### config.mk
export PLATFORM = sky130hd
export DESIGN_NAME = ahb_sram_slave_flat
export DESIGN_NICKNAME = d
export VERILOG_FILES = /design/src/rtl/ahb_sram_slave_if.sv /design/src/rtl/ahb_sram_slave.sv /design/src/flat_wrapper.sv
export SDC_FILE = /design/constraint.sdc
export NUM_CORES = 2
export LEC_CHECK = 0
export ABC_AREA = 0
export CAP_MARGIN = 30
export CORE_MARGIN = 4
export CORE_UTILIZATION = 62
export DETAILED_ROUTE_END_ITERATION = 12
export GPL_TIMING_DRIVEN = 1
export PLACE_DENSITY_LB_ADDON = 0.1
export SLEW_MARGIN = 20
export SYNTH_ARGS = -nofsm -noshare
export SYNTH_HDL_FRONTEND = slang
export SYNTH_SLANG_ARGS = --single-unit
export TNS_END_PERCENT = 10
### constraint.sdc
create_clock -name HCLK -period 4.85 [get_ports HCLK]
set_input_delay 0.7275 -clock HCLK [delete_from_list [all_inputs] [get_ports HCLK]]
set_output_delay 0.7275 -clock HCLK [all_outputs]
set_load 0.01 [all_outputs]
### src/rtl/ahb_sram_slave_if.sv
// AHB-Lite bus bundle between a master (or interconnect) and one SRAM responder.
// HCLK/HRESET stay outside the bundle as plain module ports.
interface ahb_sram_slave_if;
    logic        HSEL;
    logic [1:0]  HTRANS;
    logic        HWRITE;
    logic [31:0] HADDR;
    logic [31:0] HWDATA;
    logic        HREADY;
    logic [31:0] HRDATA;
    logic        HREADYOUT;
    logic        HRESP;

    modport master (
        output HSEL, HTRANS, HWRITE, HADDR, HWDATA, HREADY,
        input  HRDATA, HREADYOUT, HRESP
    );

    modport slave (
        input  HSEL, HTRANS, HWRITE, HADDR, HWDATA, HREADY,
        output HRDATA, HREADYOUT, HRESP
    );
endinterface

### src/rtl/ahb_sram_slave.sv
// Word-addressed AHB-Lite SRAM responder with programmable wait states and a
// two-cycle ERROR response for misaligned or out-of-range accesses.
module ahb_sram_slave #(
    parameter int DEPTH       = 64,
    parameter int WAIT_STATES = 0
) (
    input  logic           HCLK,
    input  logic           HRESET,
    ahb_sram_slave_if.slave bus
);
    localparam int AW = $clog2(DEPTH);

    typedef enum logic [2:0] {
        S_IDLE,
        S_WAIT,
        S_LAST,
        S_ERR1,
        S_ERR2
    } state_t;

    state_t        state, state_next;
    logic [3:0]    cnt, cnt_next;
    logic [AW-1:0] addr_q;
    logic          write_q;
    logic          err_q;
    logic [31:0]   mem [DEPTH];

    logic          ready_state;
    logic          accept;
    logic          addr_err;
    logic          unused_htrans;

    // A new address phase can only be taken in a state that ends a data phase.
    assign ready_state   = (state == S_IDLE) || (state == S_LAST) || (state == S_ERR2);
    assign accept        = ready_state && bus.HSEL && bus.HREADY && bus.HTRANS[1];
    assign addr_err      = (bus.HADDR[1:0] != 2'b00) ||
                           ({2'b00, bus.HADDR[31:2]} >= 32'(DEPTH));
    assign unused_htrans = bus.HTRANS[0];

    always_ff @(posedge HCLK) begin
        if (HRESET) begin
            state   <= S_IDLE;
            cnt     <= '0;
            addr_q  <= '0;
            write_q <= 1'b0;
            err_q   <= 1'b0;
        end else begin
            state <= state_next;
            cnt   <= cnt_next;
            if (accept) begin
                addr_q  <= bus.HADDR[AW+1:2];
                write_q <= bus.HWRITE;
                err_q   <= addr_err;
            end
        end
    end

    // RAM is not reset; a reset edge drops any pending write.
    always_ff @(posedge HCLK) begin
        if (!HRESET && state == S_LAST && write_q && !err_q)
            mem[addr_q] <= bus.HWDATA;
    end

    always_comb begin
        state_next    = state;
        cnt_next      = cnt;
        bus.HREADYOUT = 1'b1;
        bus.HRESP     = 1'b0;
        bus.HRDATA    = '0;

        case (state)
            S_WAIT: begin
                bus.HREADYOUT = 1'b0;
                if (cnt == 4'd0)
                    state_next = S_LAST;
                else
                    cnt_next = cnt - 4'd1;
            end
            S_ERR1: begin
                bus.HREADYOUT = 1'b0;
                bus.HRESP     = 1'b1;
                state_next    = S_ERR2;
            end
            S_IDLE, S_LAST, S_ERR2: begin
                bus.HRESP = (state == S_ERR2);
                if (!accept) begin
                    state_next = S_IDLE;
                end else if (addr_err) begin
                    state_next = S_ERR1;
                end else if (WAIT_STATES == 0) begin
                    state_next = S_LAST;
                end else begin
                    state_next = S_WAIT;
                    cnt_next   = 4'(WAIT_STATES - 1);
                end
            end
            default: state_next = S_IDLE;
        endcase

        if ((state == S_WAIT || state == S_LAST) && !write_q && !err_q)
            bus.HRDATA = mem[addr_q];
    end
endmodule
### src/flat_wrapper.sv
// flat-port wrapper written by rule: the top's interface ports become plain ports
module ahb_sram_slave_flat 
#(
    parameter int DEPTH       = 64,
    parameter int WAIT_STATES = 0
)
  (HCLK, HRESET, bus_HSEL, bus_HTRANS, bus_HWRITE, bus_HADDR, bus_HWDATA, bus_HREADY, bus_HRDATA, bus_HREADYOUT, bus_HRESP);
  ahb_sram_slave_if bus_i ();
  input  logic HCLK;
  input  logic HRESET;
  input wire logic [$bits(bus_i.HSEL)-1:0] bus_HSEL;
  input wire logic [$bits(bus_i.HTRANS)-1:0] bus_HTRANS;
  input wire logic [$bits(bus_i.HWRITE)-1:0] bus_HWRITE;
  input wire logic [$bits(bus_i.HADDR)-1:0] bus_HADDR;
  input wire logic [$bits(bus_i.HWDATA)-1:0] bus_HWDATA;
  input wire logic [$bits(bus_i.HREADY)-1:0] bus_HREADY;
  output wire logic [$bits(bus_i.HRDATA)-1:0] bus_HRDATA;
  output wire logic [$bits(bus_i.HREADYOUT)-1:0] bus_HREADYOUT;
  output wire logic [$bits(bus_i.HRESP)-1:0] bus_HRESP;
  assign bus_i.HSEL = bus_HSEL;
  assign bus_i.HTRANS = bus_HTRANS;
  assign bus_i.HWRITE = bus_HWRITE;
  assign bus_i.HADDR = bus_HADDR;
  assign bus_i.HWDATA = bus_HWDATA;
  assign bus_i.HREADY = bus_HREADY;
  assign bus_HRDATA = bus_i.HRDATA;
  assign bus_HREADYOUT = bus_i.HREADYOUT;
  assign bus_HRESP = bus_i.HRESP;
  ahb_sram_slave #(.DEPTH(DEPTH), .WAIT_STATES(WAIT_STATES)) u_core (.HCLK(HCLK), .HRESET(HRESET), .bus(bus_i));
endmodule
# Yosys cells after proc, flatten, opt, wreduce, memory -nomap -nowiden

Memories as Yosys holds them, arrays and structs flattened. A register that Yosys moved wholly into a read port is not among the register bits.
Cells that the tools add are included.

Add/subtract/negate cells: 1
Magnitude comparators: 1
Eq/ne operators: 5
Mux-type cells: 11
Bitwise operators: 1
Reduce and logical (&&, ||, !) cells: 21

Operator list:

| operator            | number |
|---|---|
| $mux 32             | 1 |
| $ge 30x7->1 const B | 1 |
| $mux 6              | 2 |
| $pmux 3 s3          | 1 |
| $logic_and 1x1->1   | 8 |
| $eq 3x2->1 const B  | 2 |
| $mux 3              | 2 |
| $logic_not 4->1     | 1 |
| $logic_or 1x1->1    | 4 |
| $mux 1              | 4 |
| $sub 4x1->4 const B | 1 |
| $eq 3x1->1 const B  | 1 |
| $eq 3x3->1 const B  | 1 |
| $logic_not 1->1     | 3 |
| $logic_not 3->1     | 1 |
| $reduce_or 3->1     | 1 |
| $ne 2x1->1 const B  | 1 |
| $pmux 1 s2          | 1 |
| $reduce_and 2->1    | 1 |
| $reduce_bool 2->1   | 1 |
| $reduce_or 2->1     | 1 |
| $not 1->1           | 1 |

Flip-flop bits (word level): 15
Memory bits (writable): 2,048
Input port bits: 71
Output and inout bits: 34
Logic and storage cells: 46
Memories: 1

Memories:

| name       | words | width | rd ports | clocked after Yosys merged registers in | wr ports | RTL line             | text |
|---|---|---|---|---|---|---|---|
| u_core.mem | 64    | 32    | 1        | 1                                       | 1        | ahb_sram_slave.sv:26 | `logic [31:0] mem [DEPTH];` |

# Logic depth before layout (Yosys ltp)

Depth in word-level cells: 8
Depth in mapped cells: 9
Gate-level depth less buffers: 7

# Worst setup path before layout

No wires, ideal clock.

Path kind: register to register
From: register u_core.state[0]
To: memory u_core.mem[62][0], enable pin
Setup time: 0.421 ns
Arrival time: 3.069 ns
Required time: 4.429 ns
Setup slack: 1.360 ns
Cell stages (with the launch flop): 6
Path buffers: 0
Clock period less this slack: 3.490 ns
Cells stage by stage: dfxtp_1 -> or4b_2 -> nor3b_1 -> nor2b_1 -> nand3_1 -> nor2_1

Longest elaborated chain between the ends: 6

Ends and longest elaborated chain:

| item                            | RTL line             | text |
|---|---|---|
| start, declared                 | ahb_sram_slave.sv:21 | `state_t state, state_next;` |
| start signal, assigned          | ahb_sram_slave.sv:48 | `state <= state_next;` |
| $eq 3x2->1                      | ahb_sram_slave.sv:60 | `if (!HRESET && state == S_LAST && write_q && !err_q)` |
| $logic_and 1x1->1 (3 in series) | ahb_sram_slave.sv:60 |  |
| $mux 1                          | ahb_sram_slave.sv:60 |  |
| $mux 1 (implied by the code)    | ahb_sram_slave.sv:61 | `mem[addr_q] <= bus.HWDATA;` |
| end, declared                   | ahb_sram_slave.sv:26 |  |

Every way passes these cells.

==> flow_summary.toml <==
[status]
outcome = "completed"

[clocking]
cts_tree = "yes"
cts_sinks = 2069
clkTransAtPathRegs_ns = 0.06
cts_buffers = 196
clock_path_buffers = 3
root_buffer = "clkbuf_16"
hold_buffers = 0
clock_latency_ns = 0.83
htree_levels = 4

[cells_and_area]
synthToLayoutAreaGrowth_pct = 14.5
layout-drive-gt1-share_pct = 30.9
fillers = 7194
final_area_mm2 = 0.0908
multiInputGateArea_mm2 = 0.0170
layout.nets = 3838
finalNonFillerCells = 5573
fin_util_pct = 71.8
ff_latch_area_mm2 = 0.0619

[worst_setup_path]
path_max_fanout = 20
crit_type = "register to primary output"
cp.required_ns = 4.12
start_kind = "register"
worstPathArrival_ns = 4.06
end_kind = "primary output"

[timing]
worstMarginPinSlew_ns = 0.987
finalCritPeriodShare_pct = 98.8
finalSetupViolCount = 0
skew_ns = 0.0362
hold_viol_final = 0
period_minus_slack_ns = 4.79
fmax_mhz = 209
rsz0062_at_grt = "yes"
maxSlewViolCount = 0
relSlewSlack_pct = 34.0
setup_tns_ns = 0

[global_route]
antenna_found_initial = 4
grt_pass1_vias = 39000
grtUsageTotal_pct = 31.2
gr-total-overflow = 0
grt_max_degree = 79
grt_pass1_wl_mm = 289

[hold_path]
hold_path_class = "input pin to register"

[route]
firstDrtPassIters = 5
finalWirelength_mm = 204
drtIter0Drc = 6216
via_count = 39000
routed_via_density = 6.99
wl_per_cell_um = 36.7
drtAntennaViolNets = 0
drc = 0

[synthesis]
yosys-top-cells-area = "edfxtp_1 (78%), mux4_2 (16%), mux2i_1 (1.5%), dfxtp_1 (0.53%), nor2_1 (0.48%)"
ys_seq_area_share_pct = 78.1
netlist_area_mm2 = 0.0793
synth_cells = 3410
synth_most_common_cell = "edfxtp_1"
synth_warnings = 0
ys_ff_latch = 2069
postSynthAreaPerCell_um2 = 23.3
synth_top_cell_by_area = "edfxtp_1"
syn_nets = 3482
yosysUniqueCellTypes = 52
ys.flop_type = "edfxtp_1"
synth_top_area_share_pct = 77.6
yosys-top-cells-count = "edfxtp_1 (2048), mux4_2 (555), mux2i_1 (119)"
synthArstFlopShare_pct = 0
synth_edf_count = 2048

[power]
power.density_mw_per_mm2 = 393
p_leak_nw = 27.8
max-vdd-ir-drop_v = 0.000402

[floorplan]
start_util_pct = 62.7
core_area_mm2 = 0.126
dieArea_mm2 = 0.134
core.rowCount = 130
die_width_um = 366
die_h_um = 366
ios = 105

[placement]
dp.cells = 5202
place.gp.congestion = 0.831
dp_hpwl_mm = 118
io_buffers = 103
dpl_cell_area_mm2 = 0.0841

[job]
maxCapViolations = 0
[critical path, cell delays in order, from the launching register on]
cell             delay (ns)
dfxtp_4                0.39
buf_12                 0.26
buf_16                 0.24
buf_6                  0.22
mux4_2                 0.53
mux4_2                 0.57
a21oi_1                0.17
a221oi_1               0.07
buf_4                  0.20
clkdlybuf4s50_1        0.50
[where the power goes]
part | internal, mW | switching (mW)
Combinational | 0.518 | 0.806
Clock | 8.39 | 6.33
Sequential | 19.6 | 0.0250
[path summary, 6_finish.rpt]
| kind | endpoint | startpoint | slack [ns] | cells after the start |
|---|---|---|---|---|
| setup / recovery | bus_HRDATA[9] | register | 0.06 | 9 |
| hold / removal | u_core.mem[47][13] | bus_HWDATA[13] | 0.29 | 1 |
| setup reg to reg | u_core.mem[23][20] | u_core.state[0] | 0.90 | 6 |
| hold reg to reg | u_core.err_q | u_core.err_q | 0.51 | 2 |
[stage by stage]
| step | total power, mW | setup slack, ns | hold slack [ns] |
|---|---|---|---|
| 2_1_floorplan | 20.6 | 1.36 | 0.457 |
| 3_3_place_gp | 21.3 | 0.164 | 0.495 |
| 3_5_place_dp | 21.3 | 0.410 | 0.502 |
| 4_1_cts | 35.8 | -0.159 | 0.319 |
| 5_1_grt | 36.8 | -0.0604 | 0.273 |
| 6_report | 35.7 | 0.0591 | 0.295 |
[layout by cell type, fill, tap and decap left out, drive strengths merged, types with 4 or more instances in the layout]
master / Yosys / routed
mux2i: 119 / 119
o22ai: 27 / 27
o211ai: 19 / 19
a31oi: 23 / 23
dfxtp: 21 / 21
nand2b: 9 / 9
nor2b: 15 / 15
nand2: 91 / 91
mux4: 555 / 555
o21ai: 12 / 12
mux2: 27 / 27
nor4: 9 / 9
a22oi: 18 / 18
nor3: 13 / 13
bufinv: 0 / 14
edfxtp: 2048 / 2048
nor2: 102 / 102
a21oi: 30 / 30
clkinv: 1 / 91
clkbuf: 40 / 243
a211oi: 4 / 4
clkinvlp: 0 / 6
inv: 6 / 8
a221oi: 5 / 5
clkdlybuf4s50: 0 / 69
buf: 137 / 262
nand4: 4 / 4
nand3: 36 / 36
[layer usage]
| layer | vias up | routed length (um) | track usage, % |
|---|---|---|---|
| li1 | 15300 | - | - |
| met1 | 20700 | 74900 | 45.2 |
| met2 | 2610 | 100000 | 49.4 |
| met3 | 336 | 22300 | 6.08 |
| met4 | 2 | 7160 | 10.4 |
| met5 | - | 7 | 0 |
[sequential cells by signal, summed over array words and instances, names as in the netlist, named ones only]
signal / flops
u_core.addr_q: 6
u_core.err_q: 1
u_core.cnt: 4
u_core.write_q: 1
u_core.state: 3
u_core.mem: 2048
[what timing repair did]
action / in CTS / in global routing
gates resized for setup: 24 / 18
hold endpoints to repair: 0 / 0
cloned: 0 / 2
buffers inserted: 2 / 6
pin swaps: 0 / 1
setup endpoints to repair: 26 / 19
[logic make-up after synthesis]
logic type | after synthesis | share of synthesized area, %
AO/OA/AOI/OAI | 153 | 1.27
multiplexers | 701 | 17.6
buffers and inverters | 184 | 1.24
AND/OR/NAND/NOR | 298 | 1.69
flip-flops | 2069 | 78.1
adder cells (fa/ha/maj) | 1 | 0.0158
XOR/XNOR | 4 | 0.0442
[cell type report]
class	count	share of cell area (%)
antenna	2	0.00551
clock buffer	241	5.80
clock inverter	112	0.975
inverter	7	0.0289
multi-input combinational	1157	18.7
sequential	2069	68.2
tap	1650	2.27
timing repair buffer	335	3.94
No activity file was read; power rests on OpenSTA's default activity.
